**src/rtl/aes128_stream_adapter.sv**
```systemverilog
// aes128_stream_adapter
//   Word-serial wrapper around a combinational AES-128 encryption core.
//   - Collects 4 key words and then 4 plaintext words (MSW first) from a 32-bit valid/ready stream.
//   - Holds them on the core inputs and waits SETTLE_CYCLES.
//   - Captures the cipher text and replays it as 4 words on a 32-bit valid/ready stream.
//   Optional feature macro: AES_KEY_HOLD_EN
//   - Adds s_new_key.
//   - Lets a block reuse the previously loaded key and send only its 4 plaintext words.
module aes128_stream_adapter #(
   parameter int SETTLE_CYCLES = 4   // 1..255, must cover the core's combinational delay
) (
   input  logic         clk,
   input  logic         rst,
   input  logic         s_valid,
   output logic         s_ready,
   input  logic [31:0]  s_data,
`ifdef AES_KEY_HOLD_EN
   input  logic         s_new_key,
`endif
   output logic         m_valid,
   input  logic         m_ready,
   output logic [31:0]  m_data,
   output logic         m_last,
   output logic         busy,
   output logic [127:0] core_key,
   output logic [127:0] core_plain_text,
   input  logic [127:0] core_cipher_text
);

   typedef enum logic [1:0] {LOAD_KEY, LOAD_PT, WAIT, SEND} state_t;

   localparam logic [7:0] SETTLE_INIT = 8'(SETTLE_CYCLES - 1);

   state_t     state_q, state_d;
   logic [1:0] word_cnt_q, word_cnt_d;
   logic [7:0] settle_q, settle_d;

   // Index 0 of each array is the most significant word ([127:96]).
   logic [0:3][31:0] key_reg, pt_reg, ct_reg;

   logic key_we, pt_we, ct_we, skip_key;

`ifdef AES_KEY_HOLD_EN
   logic key_valid_q, key_valid_set;
`endif

   assign core_key        = key_reg;
   assign core_plain_text = pt_reg;
   assign busy            = (state_q != LOAD_KEY) || (word_cnt_q != 2'd0);

   // A block may skip its key words only when a key is already held and the
   // sender did not request a new one with word0.
`ifdef AES_KEY_HOLD_EN
   assign skip_key = key_valid_q && !s_new_key && (word_cnt_q == 2'd0);
`else
   assign skip_key = 1'b0;
`endif

   // State register and word/settle counters
   always_ff @(posedge clk or posedge rst) begin
      if (rst) begin
         state_q    <= LOAD_KEY;
         word_cnt_q <= 2'd0;
         settle_q   <= 8'd0;
      end else begin
         state_q    <= state_d;
         word_cnt_q <= word_cnt_d;
         settle_q   <= settle_d;
      end
   end

   // Next-state logic, handshake outputs and register write enables
   always_comb begin
      state_d    = state_q;
      word_cnt_d = word_cnt_q;
      settle_d   = settle_q;
      key_we     = 1'b0;
      pt_we      = 1'b0;
      ct_we      = 1'b0;
      s_ready    = 1'b0;
      m_valid    = 1'b0;
      m_data     = 32'd0;
      m_last     = 1'b0;
`ifdef AES_KEY_HOLD_EN
      key_valid_set = 1'b0;
`endif
      case (state_q)
         LOAD_KEY: begin
            s_ready = 1'b1;
            if (s_valid) begin
               if (skip_key) begin
                  // word0 of this block is already plaintext word0
                  pt_we      = 1'b1;
                  word_cnt_d = 2'd1;
                  state_d    = LOAD_PT;
               end else begin
                  key_we     = 1'b1;
                  word_cnt_d = word_cnt_q + 2'd1;
                  if (word_cnt_q == 2'd3) begin
                     state_d = LOAD_PT;
`ifdef AES_KEY_HOLD_EN
                     key_valid_set = 1'b1;
`endif
                  end
               end
            end
         end
         LOAD_PT: begin
            s_ready = 1'b1;
            if (s_valid) begin
               pt_we      = 1'b1;
               word_cnt_d = word_cnt_q + 2'd1;
               if (word_cnt_q == 2'd3) begin
                  state_d  = WAIT;
                  settle_d = SETTLE_INIT;
               end
            end
         end
         WAIT: begin
            if (settle_q == 8'd0) begin
               ct_we      = 1'b1;
               word_cnt_d = 2'd0;
               state_d    = SEND;
            end else begin
               settle_d = settle_q - 8'd1;
            end
         end
         SEND: begin
            m_valid = 1'b1;
            m_data  = ct_reg[word_cnt_q];
            m_last  = (word_cnt_q == 2'd3);
            if (m_ready) begin
               word_cnt_d = word_cnt_q + 2'd1;
               if (word_cnt_q == 2'd3) state_d = LOAD_KEY;
            end
         end
         default: state_d = LOAD_KEY;
      endcase
   end

   // Key/plaintext/cipher registers; key and plaintext move only on input transfers
   always_ff @(posedge clk or posedge rst) begin
      if (rst) begin
         key_reg <= '0;
         pt_reg  <= '0;
         ct_reg  <= '0;
      end else begin
         if (key_we) key_reg[word_cnt_q] <= s_data;
         if (pt_we)  pt_reg[word_cnt_q]  <= s_data;
         if (ct_we)  ct_reg              <= core_cipher_text;
      end
   end

`ifdef AES_KEY_HOLD_EN
   // Remembers that a complete key has been loaded since reset
   always_ff @(posedge clk or posedge rst) begin
      if (rst)                key_valid_q <= 1'b0;
      else if (key_valid_set) key_valid_q <= 1'b1;
   end
`endif

endmodule
```
**config.mk**
```make
export PLATFORM = sky130hd
export DESIGN_NAME = aes128_stream_adapter
export DESIGN_NICKNAME = d
export VERILOG_FILES = /design/src/rtl/aes128_stream_adapter.sv
export SDC_FILE = /design/constraint.sdc
export NUM_CORES = 1
export LEC_CHECK = 0
export BUFFER_PORTS_ARGS = -buffer_cell sky130_fd_sc_hd__buf_2
export CAP_MARGIN = 20
export CORE_ASPECT_RATIO = 0.75
export CORE_MARGIN = 10
export CORE_UTILIZATION = 56
export CTS_CLUSTER_SIZE = 30
export DETAILED_ROUTE_END_ITERATION = 10
export PLACE_DENSITY = 0.95
export SETUP_SLACK_MARGIN = 0.05
export SLEW_MARGIN = 20
export SYNTH_ARGS = -nofsm -noshare
export SYNTH_HDL_FRONTEND = slang
export SYNTH_SLANG_ARGS = --single-unit
```
**constraint.sdc**
```tcl
create_clock -name clk -period 33.5 [get_ports clk]
set_input_delay 3.35 -clock clk [delete_from_list [all_inputs] [get_ports clk]]
set_output_delay 3.35 -clock clk [all_outputs]
set_load 0.005 [all_outputs]
```
==> summary.md <==
| Metric | Value |
|---|---|
| Distinct cells, synth | `36` |
| Final Hold Viols | `0` |
| Clk sink count | `396` |
| Clock root buffer | `clkbuf_16` |
| Hold Crit Depth | `2` |
| Async SR Flop Fraction | `1.00` |
| NumNets Final | `1,867` |
| Clock slew at reported path FFs | `0.06 ns` |
| Starting DRT DRC Count | `1,135` |
| Full die area | `36,000 µm²` |
| Final Power | `1.93 mW` |
| CP Data Arrival Time | `6.45 ns` |
| Setup_tns | `0 ns` |
| Highest Clock Rate | `0.168 GHz` |
| Post-route antenna net violation count | `0` |
| Routed WL per cell | `23.3 µm` |
| Final Util | `0.710` |
| Critical-path top delay cell | `buf_4` |
| Aggregate routed wire length | `48,900 µm` |
| Cell count along the critical path | `5` |
| Switch share | `0.333` |
| CP delay by family, top | `buffers and inverters` |
| R2r worst-path depth | `6` |
| Leak | `9.99 nW` |
| Die height | `167 µm` |
| Peak supply drop | `67.8 µV` |
| Endpoint class of the critical path | `asynchronous set/reset pin` |
| Postcts setup bufs | `0` |
| Io pins | `456` |
| Status | `finished, final reports clean` |
| Initial antenna violation count | `2` |
| Net load switching power | `641 µW` |
| Top-count cell post-synth | `dfrtp_1` |
| First-pass GRT wire length | `75,600 µm` |
| Layout area overhead | `24.1%` |
| Worst Tran Pin Value | `0.862 ns` |
| Yosys warns | `0` |
| Post-Syn Instances | `1,252` |
| Area leader, netlist | `dfrtp_1` |
| GPL Wtd Cong | `0.833` |
| CTS resizes | `0` |
| CTS tree | `built` |
| Initial Util | `0.572` |
| Worst min path class | `flop to flop` |
| Die width | `216 µm` |
| #FFs+latches synth | `396` |
| Seq pwr share | `0.426` |
| Syn Nets | `1,426` |
| DRC | `0` |
| Final instance area | `20,000 µm²` |
| Area of the mapped netlist | `16,100 µm²` |
| Final period util | `0.178` |
| RSZ-0062 raised after global routing | `no` |
| H-tree depth | `2` |
| CP required | `33.98 ns` |
| Synthesized area per cell | `12.9 µm²` |
| Hold-fix buffers, CTS | `0` |
| Skew final | `0.0211 ns` |
| Worst slew margin | `0.425` |
| Final Max Slew Viols | `0` |
| Placed instance area | `18,700 µm²` |
| Bufs on Longest Clock Path | `3` |
| Grt ovf | `0` |
| Min Hold Slack | `0.470 ns` |
| Vias in the first global route | `13,000` |
| Multi-input logic area | `5890 µm²` |
| Register Area | `9910 µm²` |
| Commonest cells in the netlist | `dfrtp_1 (396), nand2_1 (390), mux2_2 (258), buf_2 (36), and2_1 (34)` |
| Routed vias/inst | `5.62` |
| Area share of the largest cell type after synthesis | `0.615` |
| Crit-path max cell delay | `0.77 ns` |
| Clock share of power | `0.222` |
| Most frequent CP cell | `buf_4` |
| Logic gate share of total power | `0.352` |
| Setup violators final | `0` |
| Max Cap Violations | `0` |
| Fraction of layout cells with a size suffix above 1 | `0.487` |
| Worst setup path category | `primary input to asynchronous set/reset pin` |
| Crit-path cells | `buf_2, inv_8, buf_4, buf_4, buf_4` |
| Pwr Density | `96.3 nW/µm²` |
| Most used DFF post-synth | `dfrtp_1` |
| Post-detail-place hpwl | `33,100 µm` |
| Top cells by area, synth | `dfrtp_1 (61%), mux2_2 (18%), nand2_1 (9.1%), mux4_2 (4.5%), and2_1 (1.3%)` |
| Total track usage | `0.265` |
| Largest net degree at the start of global routing | `128` |
| Maximum fanout along the worst path | `127` |
| CP Buf/Inv Count | `5` |
| Rows | `53` |
| Port bufs | `455` |
| Routed via count | `11,800` |
| Startpoint Class | `primary input` |
| Int Pwr | `1.28 mW` |
| Core Region | `28,200 µm²` |
| Minimum clock period | `5.97 ns` |
| TritonCTS Buffers | `38` |
| Number of synthesized flops with an enable pin | `0` |
| Clock Latency Late Sink | `0.54 ns` |
| Seq/Total Area, Yosys | `0.615` |
| DR pass1 iterations | `7` |
| Fill cells | `1,737` |
layout make-up:
cell class / instances / area share
diodes: 1 / 0.000125
clock buffers: 55 / 0.0567
clock inverters: 11 / 0.00563
inverters: 11 / 0.00244
multi-input cells: 778 / 0.294
flip-flops and latches: 396 / 0.496
well taps: 385 / 0.0241
repair buffers: 468 / 0.121
power by group through the flow:
stage	clock (mW)	combinational [mW]	sequential [mW]
5_1_grt	0.454	0.736	0.838
3_5_place_dp	0	0.671	0.816
4_1_cts	0.433	0.684	0.816
3_3_place_gp	0	0.635	0.797
6_report	0.428	0.678	0.820
2_1_floorplan	0	0.350	0.803
per-stage QoR:
| step | instances | worst slack [ns] |
|---|---|---|
| 2_1_floorplan | 1252 | 19.14 |
| 3_3_place_gp | 2035 | 26.95 |
| 3_5_place_dp | 2036 | 26.83 |
| 4_1_cts | 2102 | 27.40 |
| 5_1_grt | 2105 | 27.05 |
| 6_report | 2105 | 27.53 |
cell families after synthesis:
kind of cell,synth area share
AO/OA/AOI/OAI,0.0106
multiplexers,0.226
AND/OR/NAND/NOR,0.116
adder cells (fa/ha/maj),0.00776
buffers and inverters,0.0245
flip-flops,0.615
cell usage in the layout (no fill, tap or decap), types with 2 or more instances in the layout:
cell and count:
clkinvlp_4 4, a21oi_1 8, buf_12 3, a31o_2 2, nand2_1 390, nand4_1 2, and2_1 34, nand3_1 2
a21o_1 2, mux2_2 258, clkbuf_16 38, buf_4 8, nand3_4 5, buf_2 455, clkbuf_8 12, nor2_1 9
nand3_2 4, inv_1 10, ha_1 10, inv_6 2, a31oi_1 3, clkbuf_1 5, mux4_2 32, clkinv_2 2
dfrtp_1 395, buf_6 2
worst paths after layout:
check	end	start	slack [ns]
max	word_cnt_q[0]	rst	27.53
min	ct_reg[17]	ct_reg[17]	0.47
max reg2reg	settle_q[7]	word_cnt_q[0]	30.32
min reg2reg	ct_reg[17]	ct_reg[17]	0.47
max in group clk	m_data[26]	word_cnt_q[0]	27.76
min in group asynchronous	core_key[32]	rst	2.99
worst register-to-register path: cells and delay by family, from the launching register on:
family	cells	cell delay (ns)
adders and majority gates	1	0.50
DFF	1	0.34
muxes	1	0.33
buffers and inverters	1	0.57
and+or+nand+nor	2	0.71
AOI/OAI and AO/OA	1	0.63
metal layers:
layer	vias to the layer above	part of all wire	GRT usage
li1	5077	-	-
met1	5975	0.36	0.303
met2	628	0.51	0.460
met3	151	0.079	0.0690
met4	0	0.043	0.123
met5	-	0	0
(Power assumes the default switching activity.)
